--- config.mk ---
export PLATFORM = sky130hd
export DESIGN_NAME = ws2812_frame_sequencer_flat
export DESIGN_NICKNAME = d
export VERILOG_FILES = /design/src/rtl/ws2812_frame_sequencer_if.sv /design/src/rtl/ws2812_frame_sequencer.sv /design/src/flat_wrapper.sv
export SDC_FILE = /design/constraint.sdc
export NUM_CORES = 1
export LEC_CHECK = 0
export BUFFER_PORTS_ARGS = -buffer_cell sky130_fd_sc_hd__clkbuf_2
export CAP_MARGIN = 25
export CORE_MARGIN = 1.5
export CORE_UTILIZATION = 55
export CTS_CLUSTER_SIZE = 30
export DETAILED_ROUTE_END_ITERATION = 10
export GPL_TIMING_DRIVEN = 0
export HOLD_SLACK_MARGIN = 0.03
export PLACE_DENSITY_LB_ADDON = 0.25
export SETUP_SLACK_MARGIN = 0.2
export SKIP_CTS_REPAIR_TIMING = 1
export SYNTH_ARGS = -nofsm -noshare
export SYNTH_HDL_FRONTEND = slang
export SYNTH_SLANG_ARGS = --single-unit
--- constraint.sdc ---
create_clock -name clk -period 1.75 [get_ports clk]
set_input_delay 0.0875 -clock clk [delete_from_list [all_inputs] [get_ports clk]]
set_output_delay 0.0875 -clock clk [all_outputs]
set_load 0.01 [all_outputs]
--- src/rtl/ws2812_frame_sequencer_if.sv ---
// Pixel/latch handshake between the frame sequencer and the ws2812 bit driver.
// The sequencer is the master; the bit driver answers with ready.
interface ws2812_frame_sequencer_if;
  logic [7:0] r;
  logic [7:0] g;
  logic [7:0] b;
  logic       load;
  logic       reset;
  logic       ready;

  modport master (
    output r, g, b, load, reset,
    input  ready
  );

  modport slave (
    input  r, g, b, load, reset,
    output ready
  );
endinterface

--- src/rtl/ws2812_frame_sequencer.sv ---
// Pixel buffer plus frame FSM feeding the ws2812 bit driver:
// one load per pixel in index order, then a single latch strobe.
module ws2812_frame_sequencer #(
  parameter int NUM_LEDS = 10,
  parameter int IDX_W    = 8
) (
  input  logic                      clk,
  input  logic                      rst_n,
  input  logic                      wr_en_i,
  input  logic [IDX_W-1:0]          wr_addr_i,
  input  logic [23:0]               wr_rgb_i,
  input  logic                      frame_start_i,
  output logic                      busy_o,
  output logic                      frame_done_o,
  ws2812_frame_sequencer_if.master  drv
);

  localparam int AW = (NUM_LEDS > 1) ? $clog2(NUM_LEDS) : 1;
  localparam logic [IDX_W-1:0] LAST = IDX_W'(NUM_LEDS - 1);

  localparam logic [2:0] IDLE  = 3'd0;
  localparam logic [2:0] ISSUE = 3'd1;
  localparam logic [2:0] ACK   = 3'd2;
  localparam logic [2:0] XFER  = 3'd3;
  localparam logic [2:0] LATCH = 3'd4;
  localparam logic [2:0] LACK  = 3'd5;
  localparam logic [2:0] LWAIT = 3'd6;

  logic [23:0]      buf_q [NUM_LEDS];
  logic [2:0]       state_q, state_d;
  logic [IDX_W-1:0] idx_q, idx_d;
  logic             busy_q, busy_d;
  logic             done_q, done_d;
  logic             load_q, load_d;
  logic             rst_q, rst_d;
  logic [7:0]       r_q, r_d;
  logic [7:0]       g_q, g_d;
  logic [7:0]       b_q, b_d;

  // Out-of-range addresses are dropped, never aliased onto a valid pixel.
  always_ff @(posedge clk or negedge rst_n) begin
    if (!rst_n) begin
      for (int i = 0; i < NUM_LEDS; i++)
        buf_q[i] <= '0;
    end else if (wr_en_i && (wr_addr_i <= LAST)) begin
      buf_q[wr_addr_i[AW-1:0]] <= wr_rgb_i;
    end
  end

  always_comb begin
    state_d = state_q;
    idx_d   = idx_q;
    busy_d  = busy_q;
    done_d  = 1'b0;
    load_d  = 1'b0;
    rst_d   = 1'b0;
    r_d     = r_q;
    g_d     = g_q;
    b_d     = b_q;
    case (state_q)
      IDLE: begin
        if (frame_start_i) begin
          idx_d   = '0;
          busy_d  = 1'b1;
          state_d = ISSUE;
        end
      end
      ISSUE: begin
        if (drv.ready) begin
          {r_d, g_d, b_d} = buf_q[idx_q[AW-1:0]];
          load_d  = 1'b1;
          state_d = ACK;
        end
      end
      ACK: begin
        if (!drv.ready)
          state_d = XFER;
      end
      XFER: begin
        if (drv.ready) begin
          if (idx_q == LAST) begin
            state_d = LATCH;
          end else begin
            idx_d   = idx_q + 1'b1;
            state_d = ISSUE;
          end
        end
      end
      LATCH: begin
        if (drv.ready) begin
          rst_d   = 1'b1;
          state_d = LACK;
        end
      end
      LACK: begin
        if (!drv.ready)
          state_d = LWAIT;
      end
      LWAIT: begin
        if (drv.ready) begin
          done_d  = 1'b1;
          busy_d  = 1'b0;
          state_d = IDLE;
        end
      end
      default: begin
        busy_d  = 1'b0;
        state_d = IDLE;
      end
    endcase
  end

  always_ff @(posedge clk or negedge rst_n) begin
    if (!rst_n) begin
      state_q <= IDLE;
      idx_q   <= '0;
      busy_q  <= 1'b0;
      done_q  <= 1'b0;
      load_q  <= 1'b0;
      rst_q   <= 1'b0;
      r_q     <= '0;
      g_q     <= '0;
      b_q     <= '0;
    end else begin
      state_q <= state_d;
      idx_q   <= idx_d;
      busy_q  <= busy_d;
      done_q  <= done_d;
      load_q  <= load_d;
      rst_q   <= rst_d;
      r_q     <= r_d;
      g_q     <= g_d;
      b_q     <= b_d;
    end
  end

  assign busy_o       = busy_q;
  assign frame_done_o = done_q;
  assign drv.load     = load_q;
  assign drv.reset    = rst_q;
  assign drv.r        = r_q;
  assign drv.g        = g_q;
  assign drv.b        = b_q;

endmodule

--- src/flat_wrapper.sv ---
// flat-port wrapper written by rule: the top's interface ports become plain ports
module ws2812_frame_sequencer_flat 
#(
  parameter int NUM_LEDS = 10,
  parameter int IDX_W    = 8
)
  (clk, rst_n, wr_en_i, wr_addr_i, wr_rgb_i, frame_start_i, busy_o, frame_done_o, drv_r, drv_g, drv_b, drv_load, drv_reset, drv_ready);
  ws2812_frame_sequencer_if drv_i ();
  input  logic clk;
  input  logic rst_n;
  input  logic wr_en_i;
  input  logic [IDX_W-1:0] wr_addr_i;
  input  logic [23:0] wr_rgb_i;
  input  logic frame_start_i;
  output logic busy_o;
  output logic frame_done_o;
  output wire logic [$bits(drv_i.r)-1:0] drv_r;
  output wire logic [$bits(drv_i.g)-1:0] drv_g;
  output wire logic [$bits(drv_i.b)-1:0] drv_b;
  output wire logic [$bits(drv_i.load)-1:0] drv_load;
  output wire logic [$bits(drv_i.reset)-1:0] drv_reset;
  input wire logic [$bits(drv_i.ready)-1:0] drv_ready;
  assign drv_r = drv_i.r;
  assign drv_g = drv_i.g;
  assign drv_b = drv_i.b;
  assign drv_load = drv_i.load;
  assign drv_reset = drv_i.reset;
  assign drv_i.ready = drv_ready;
  ws2812_frame_sequencer #(.NUM_LEDS(NUM_LEDS), .IDX_W(IDX_W)) u_core (.clk(clk), .rst_n(rst_n), .wr_en_i(wr_en_i), .wr_addr_i(wr_addr_i), .wr_rgb_i(wr_rgb_i), .frame_start_i(frame_start_i), .busy_o(busy_o), .frame_done_o(frame_done_o), .drv(drv_i));
endmodule
==> results.toml <==
[die]
core_sq_um = 22700
initial_utilization = 0.562
die_x_um = 155
placement_rows = 55
io_pins = 65
die_y_um = 155
die_area_sq_um = 24100

[timing]
slew-limit-headroom = 0.486
setup_viol = 0
slew_violations = 0
fin_ws_ns = 0.136
tns_ns = 0
rsz0062_at_grt = "yes"
tightest_slew_ns = 0.770
finalCritPeriodShare = 0.922
timing.final.crit_period_ns = 1.61
hold_viol_final = 0
fmax_mhz = 620
worst_hold_slack_ns = 0.0495
skew_ns = 0.00899

[yosys]
synth_edf_count = 0
yosys.area.top_type = "dfrtp_1"
syn_inst = 847
synth_top_area_share = 0.547
async_flop_share = 1.00
synthesis.area_sq_um = 12800
ys_seq_elements = 279
yosysWarnings = 0
syn-num-nets = 886
synthTopCellsByArea = "dfrtp_1, mux2_2, mux4_2, mux2_4, mux2i_1"
ys_top_cells_by_count = "dfrtp_1, mux2_2, nand2_1, mux4_2, mux2_4"
synth-main-ff-cell = "dfrtp_1"
yosysMostFrequentCell = "dfrtp_1"
syn-mean-instance-area_sq_um = 15.1
yosysUniqueCellTypes = 48
yosysSeqAreaShare = 0.547

[clock_tree]
cts_tree = "done"
clk_latency_ns = 0.54
cts.sinks = 279
clock-root-buffer = "clkbuf_16"
numCtsBuffers = 29
htreeDepth = 1
clk_pin_slew_worst_paths_ns = 0.06
clock_path_buffers = 3

[min_path]
hp-start = "wr_rgb_i[2]"
hp-class = "input pin to register"

[place]
finalWeightedCongestion = 0.754
place_ws_ns = -0.678
portBuffers = 39
dp_hpwl_um = 17100
dpl_cell_area_sq_um = 13400
placed_cells = 1173

[global_route]
gr-usage-all-layers = 0.239
grt_pass1_vias = 7660
antenna_found_initial = 0
grt_max_degree = 103
overflow = 0
grt_pass1_wl_um = 44000

[setup_path]
worstSetupStartpoint = "u_core.idx_q[6]"
path_class = "register to register"
cp_max_fo = 5
r2r_start = "u_core.idx_q[6]"
worstPathCellList = "nor4_2 -> nand3_2 -> a21o_4 -> mux2_2"
crit_slowest_cell = "dfrtp_1"
slowest_delay_ns = 0.40
cp-start-kind = "register"
cp_top_family = "simple AND/OR/NAND/NOR gates"
critPathBufInv = 0
critPathCaptureType = "register"
crit_arrival_ns = 2.04
required_ns = 2.18

[power_and_ir_drop]
power.switching_uw = 4800
p_int_uw = 12300
ir_worst_vdd_mv = 0.738
combPwrFrac = 0.238
p_leak_uw = 0.00729
seqPwrFrac = 0.425
clockPowerShare = 0.337
switching_share = 0.281
power.density_nw_per_um2 = 1160

[cells_and_area]
design_area_sq_um = 14800
area_delta_synth_final_pct = 15.6
fin_cells = 1241
diodes = 0
drive_gt1_frac = 0.490
final_nets = 980

[detailed_routing]
viasPerCell = 5.90
wl_per_cell_um = 22.3
drtIter0Drc = 390
ant_nets = 0
routed_wl_um = 27600
vias = 7317
drc_errors = 0
drtPass1Iterations = 4

[run]
cap_violations = 0

[status]
status = "complete, no violations"
## flip-flops by register name, indices dropped and copies added, names as in the netlist
name / count
u_core.buf_q: 240
u_core.busy_o: 1
u_core.drv.b: 8
u_core.drv.g: 8
u_core.drv.load: 1
u_core.drv.r: 8
u_core.drv.reset: 1
u_core.frame_done_o: 1
u_core.idx_q: 8
u_core.state_q: 3
## cells by family after synthesis
family,share of synthesized area
buffers and inverters,0.0416
AND/OR/NAND/NOR,0.0525
adder cells (fa/ha/maj),0.00196
flip-flops,0.547
AO/OA/AOI/OAI,0.0263
XOR/XNOR,0.00206
multiplexers,0.329
## power by group through the flow
stage          clock [uW]  sequential [uW]  combinational, uW
4_1_cts              5850             7240               3400
2_1_floorplan           0             7340               2260
6_report             5750             7250               4070
3_5_place_dp            0             7350               3390
3_3_place_gp            0             7340               3330
5_1_grt              6110             7310               4360
## through the flow
step,utilization,power [uW]
global route,0.650,17800
CTS,0.628,16500
finish,0.650,17100
detailed placement,0.590,10700
floorplan,-,9600
global placement,0.587,10700
## layout make-up
cell class | instances | area (sq um)
clock buffer | 42 | 855
multi-input combinational | 484 | 5340
fill | 1681 | 7960
clock inverter | 4 | 20.0
sequential | 279 | 6980
timing repair buffer | 63 | 468
tap | 285 | 357
buffer | 80 | 719
inverter | 4 | 15.0
## placed cells by master (no fill, tap or decap), drive strengths merged, types with 4 or more instances in the layout
cell,n
a21oi,4
a2bb2oi,25
a31oi,4
buf,93
clkbuf,89
clkinv,4
dfrtp,279
inv,4
mux2,241
mux2i,25
mux4,48
nand2,55
nand3,28
nand4b,4
nor2,6
nor3,4
o21ai,4
## per-layer routing
metal  track usage  vias to the layer above  routed length, um
li1              -                     3282                  -
met1         0.338                     3860              12600
met2         0.397                      132              13500
met3        0.0315                       43               1000
met4        0.0558                        0                594
met5             0                        -                  0
## final timing paths
path / end / slack (ns) / cells after the start
min in group asynchronous: u_core.busy_o / 0.19 / 2
worst max-delay path: u_core.idx_q[1] / 0.14 / 4
worst min register to register: u_core.drv.r[4] / 0.49 / 2
max in group asynchronous: u_core.buf_q[10] / 0.60 / 3
worst max register to register: u_core.idx_q[1] / 0.14 / 4
worst min-delay path: u_core.buf_q[50] / 0.05 / 2
## worst reg2reg max path: stages (launching register included)
cell     delay (ns)
dfrtp_1        0.40
nor4_2         0.35
nand3_2        0.20
a21o_4         0.28
mux2_2         0.27
(Power assumes the default switching activity.)
